### src/rtl/prog_seq_counter.sv
// Programmable sequence counter: steps an index through a writable value table,
// forward or reverse, with a runtime-loadable active length and a sticky config error.
module prog_seq_counter #(
  parameter int WIDTH = 3,
  parameter int DEPTH = 8,
  localparam int AW = ($clog2(DEPTH) < 1) ? 1 : $clog2(DEPTH)
) (
  input  logic             clk,
  input  logic             rst,
  input  logic             en,
  input  logic             dir,
  input  logic             restart,
  input  logic             wr_en,
  input  logic [AW-1:0]    wr_addr,
  input  logic [WIDTH-1:0] wr_data,
  input  logic             len_wr,
  input  logic [AW:0]      len_data,
  output logic [WIDTH-1:0] out,
  output logic [AW-1:0]    idx,
  output logic             wrap,
  output logic             err
);

  localparam int LEN_RST = (2 * WIDTH < DEPTH) ? 2 * WIDTH : DEPTH;

  // Johnson-counter pattern; entries past the Johnson run start out zero.
  function automatic logic [WIDTH-1:0] init_val(input int i);
    logic [31:0] mask;
    logic [31:0] v;
    mask = (32'd1 << WIDTH) - 32'd1;
    if (i >= 2 * WIDTH) begin
      v = '0;
    end else if (i <= WIDTH) begin
      v = (32'd1 << i) - 32'd1;
    end else begin
      v = mask & ~((32'd1 << (i - WIDTH)) - 32'd1);
    end
    return v[WIDTH-1:0];
  endfunction

  logic [WIDTH-1:0] tbl [DEPTH];
  logic [AW:0]      len;
  logic [AW:0]      len_m1;
  logic [AW-1:0]    last;
  logic [AW-1:0]    idx_nxt;
  logic [AW:0]      len_nxt;
  logic             wrap_nxt;
  logic             err_nxt;
  logic             len_ok;
  logic             wr_ok;

  assign len_m1 = len - 1'b1;
  assign last   = len_m1[AW-1:0];
  assign len_ok = len_wr && (len_data != '0) && (int'(len_data) <= DEPTH);
  assign wr_ok  = wr_en && (int'(wr_addr) < DEPTH);
  assign out    = tbl[idx];

  // Priority: valid length load, then restart, then step.
  always_comb begin
    idx_nxt  = idx;
    len_nxt  = len;
    wrap_nxt = 1'b0;
    err_nxt  = err | (len_wr & ~len_ok) | (wr_en & ~wr_ok);
    if (len_ok) begin
      len_nxt = len_data;
      idx_nxt = '0;
    end else if (restart) begin
      idx_nxt = dir ? last : '0;
    end else if (en) begin
      if (!dir) begin
        if (idx == last) begin
          idx_nxt  = '0;
          wrap_nxt = 1'b1;
        end else begin
          idx_nxt = idx + 1'b1;
        end
      end else begin
        if (idx == '0) begin
          idx_nxt  = last;
          wrap_nxt = 1'b1;
        end else begin
          idx_nxt = idx - 1'b1;
        end
      end
    end
  end

  always_ff @(posedge clk) begin
    if (rst) begin
      idx  <= '0;
      len  <= (AW + 1)'(LEN_RST);
      wrap <= 1'b0;
      err  <= 1'b0;
      for (int i = 0; i < DEPTH; i++) begin
        tbl[i] <= init_val(i);
      end
    end else begin
      idx  <= idx_nxt;
      len  <= len_nxt;
      wrap <= wrap_nxt;
      err  <= err_nxt;
      if (wr_ok) begin
        tbl[wr_addr] <= wr_data;
      end
    end
  end

endmodule

### config.mk
export PLATFORM = sky130hd
export DESIGN_NAME = prog_seq_counter
export DESIGN_NICKNAME = d
export VERILOG_FILES = /design/src/rtl/prog_seq_counter.sv
export SDC_FILE = /design/constraint.sdc
export NUM_CORES = 1
export LEC_CHECK = 0
export CAP_MARGIN = 20
export CORE_MARGIN = 2
export CORE_UTILIZATION = 54
export CTS_CLUSTER_DIAMETER = 120
export DETAILED_ROUTE_END_ITERATION = 7
export PLACE_DENSITY = 0.79
export SLEW_MARGIN = 20
export SYNTH_ARGS = -nofsm -noshare
export SYNTH_HDL_FRONTEND = slang
export SYNTH_SLANG_ARGS = --single-unit
### constraint.sdc
create_clock -name clk -period 2.12 [get_ports clk]
set_input_delay 0.424 -clock clk [delete_from_list [all_inputs] [get_ports clk]]
set_output_delay 0.424 -clock clk [all_outputs]
set_load 0.05 [all_outputs]
==> flow_metrics.tcl <==
set metrics [dict create \
    status "finished, violations left" \
    violations "negative setup slack" \
    yosysSeqAreaShare 0.5168 \
    io_buffer_count 24 \
    wl_per_cell_um 15.19 \
    die-height_um 62.06 \
    grt_pass1_vias 1186 \
    final_util 0.6907 \
    viasPerCell 5.403 \
    clk_pin_slew_ns 0.11 \
    hold_violations 0 \
    start_kind "flop" \
    ioPinCount 25 \
    dr.pass1.iters 4 \
    dp.cells 223 \
    power.internal_w 0.001191 \
    synth_edf_count 24 \
    ys_ff_latch 35 \
    slew_violations 0 \
    dp_slack_ns 0.01298 \
    path_depth 4 \
    combinationalPowerShare 0.213 \
    hp-class "flop to flop" \
    track_usage 0.2045 \
    globalplace.congestion 0.7498 \
    cp_slowest_cell "mux4_2" \
    drv_cap 0 \
    setup-violations-final 3 \
    syn_to_final_growth_pct 24.61 \
    antenna_cells 0 \
    start_util 0.5543 \
    swShare 0.2663 \
    worst-r2r-cell-count 6 \
    clkPwrFrac 0.294 \
    synth_top_area_share 0.3959 \
    synthDistinctLibCells 38 \
    vdd.ir_drop.worst_mv 0.4375 \
    cts_tree "done" \
    critical-path-top-delay-family "multiplexers" \
    drc 0 \
    synthArstFlopShare 0 \
    synth_area_per_cell_um2 11.90 \
    worstPathMaxFanout 6 \
    post_cts_resized 10 \
    place_hpwl_um 2767 \
    cp.buffers_inverters 2 \
    cp-endpoint "out[1]" \
    synthFlopType "edfxtp_1" \
    cts_root_buf "clkbuf_4" \
    postRouteWirelength_um 3509 \
    critPathKind "flop to output pin" \
    power.density_nw_per_um2 715.7 \
    post_cts_buffers 0 \
    critical-path-max-stage-delay_ns 0.51 \
    drt_iter0_markers 51 \
    drive_gt1_frac 0.2270 \
    synthCells 153 \
    yosys_warnings 0 \
    dpl_cell_area_um2 2147 \
    leakagePower_nw 0.8572 \
    core.rowCount 21 \
    grt_max_degree 13 \
    netSwitchingPower_w 0.0004324 \
    slew_headroom 0.6648 \
    crit_chain "buf_12 -> mux4_2 -> mux2_4 -> buf_8" \
    max_slew.worst_pin.slew_ns 0.5012 \
    rsz0062_at_grt "true" \
    whs_ns 0.5047 \
    netlist_area_um2 1820 \
    crit_required_ns 1.70 \
    worstPathArrival_ns 1.76 \
    design_area_um2 2268 \
    final_cell_count_no_fill 231 \
    cts_buffers 5 \
    fin_crit_sh 1.030 \
    timing.final.ws_setup_ns -0.06391 \
    power_frac_seq 0.493 \
    synth_area_leaders "edfxtp_1 (40%), dfxtp_1 (12%), mux4_2 (7.4%)" \
    worst_setup_path_end_kind "output pin" \
    max_freq_mhz 457.9 \
    r2r_end "idx[2]" \
    ctsHoldBuffers 0 \
    clockBufferDepth 2 \
    htreeDepth 2 \
    die_w_um 62.06 \
    coreArea_um2 3284 \
    fin_crit_ns 2.184 \
    rrSetupSlack_ns 0.42 \
    synth_most_common_cell "edfxtp_1" \
    ant_nets 0 \
    postSynthNetCount 174 \
    clk_latency_ns 0.33 \
    r2r_start "idx[0]" \
    fin_skew_ns 0.0003690 \
    synth_common_cells "edfxtp_1 (24), dfxtp_1 (11), nand2_1 (9)" \
    dieArea_um2 3851 \
    antenna_found_initial 0 \
    overflow 0 \
    grt_pass1_wl_um 5437 \
    nNetsFinal 205 \
    synth_top_area_cell "edfxtp_1" \
    via_count 1248 \
    clock-sinks 35 \
]
layer usage:
layer | vias to the layer above | track usage | wire length, µm | part of all wire
met2 | 37 | 0.3348 | 1778 | 0.51
met4 | 0 | 0.08207 | 40 | 0.011
met3 | 5 | 0.03934 | 178 | 0.051
li1 | 615 | - | - | -
met5 | - | 0 | 0 | 0
met1 | 591 | 0.2679 | 1512 | 0.43
tightest hold or removal path, cell delays in order, from the launching register on:
cell     delay, ns
dfxtp_1       0.35
a21oi_1       0.04
nor2_1        0.08
logic make-up (layout without fill, tap and decap cells):
family | after synthesis | count (layout) | share of synthesized area
compound gates | 14 | 14 | 0.05223
xor+xnor | 5 | 5 | 0.03162
fa+ha+maj | 4 | 4 | 0.02749
buf+inv | 14 | 46 | 0.03024
flops | 35 | 35 | 0.5168
mux | 12 | 12 | 0.1093
simple gates | 69 | 69 | 0.2323
through the flow:
step | TNS, ns | power [W]
after CTS | -0.1895 | 0.001623
after detailed placement | 0 | 0.001136
after floorplan | 0 | 0.001019
after global routing | -0.3399 | 0.001687
after global placement | 0 | 0.001124
final | -0.1524 | 0.001624
sequential cells by signal, summed over array words and instances, names as in the netlist, named ones only:
| register | cells |
|---|---|
| tbl | 24 |
| wrap | 1 |
| len | 3 |
| idx | 3 |
| err | 1 |
layout by cell type, fill, tap and decap left out, drive strengths merged, types with 2 or more instances in the layout:
| cell | instances |
|---|---|
| or2 | 8 |
| nand3 | 2 |
| a21oi | 2 |
| clkdlybuf4s50 | 19 |
| clkinv | 2 |
| nor4 | 3 |
| inv | 7 |
| xor2 | 3 |
| o211ai | 2 |
| nand2b | 8 |
| clkbuf | 5 |
| mux2 | 3 |
| nor3 | 8 |
| nand2 | 9 |
| and2 | 6 |
| nand4b | 2 |
| edfxtp | 24 |
| nor2b | 3 |
| mux2i | 3 |
| buf | 10 |
| dlymetal6s2s | 2 |
| dfxtp | 11 |
| nor2 | 8 |
| o21ai | 4 |
| a31oi | 2 |
| ha | 4 |
| nor3b | 4 |
| nand3b | 4 |
| mux4 | 6 |
power groups by stage:
stage                     registers (W)  clock network (W)  logic, W
after floorplan                0.000825                  0  0.000194
after global placement         0.000812                  0  0.000312
after detailed placement       0.000816                  0  0.000320
after CTS                      0.000801           0.000476  0.000346
after global routing           0.000805           0.000510  0.000372
final                          0.000800           0.000478  0.000346
layout make-up:
cell class,count,area (µm²)
clock buffer,5,37.54
clock inverter,3,43.79
fill,249,1016
inverter,7,26.28
multi-input combinational,104,835.8
sequential,35,942.2
tap,46,57.56
timing repair buffer,31,325.3
worst min-delay path by stage:
stage             end   start  depth (start not counted)
2_1_floorplan  len[1]  len[1]                          2
3_3_place_gp      err     err                          2
3_5_place_dp      err     err                          2
4_1_cts           err     err                          2
5_1_grt        len[1]  len[1]                          2
6_report          err     err                          2
(Power assumes the default switching activity.)
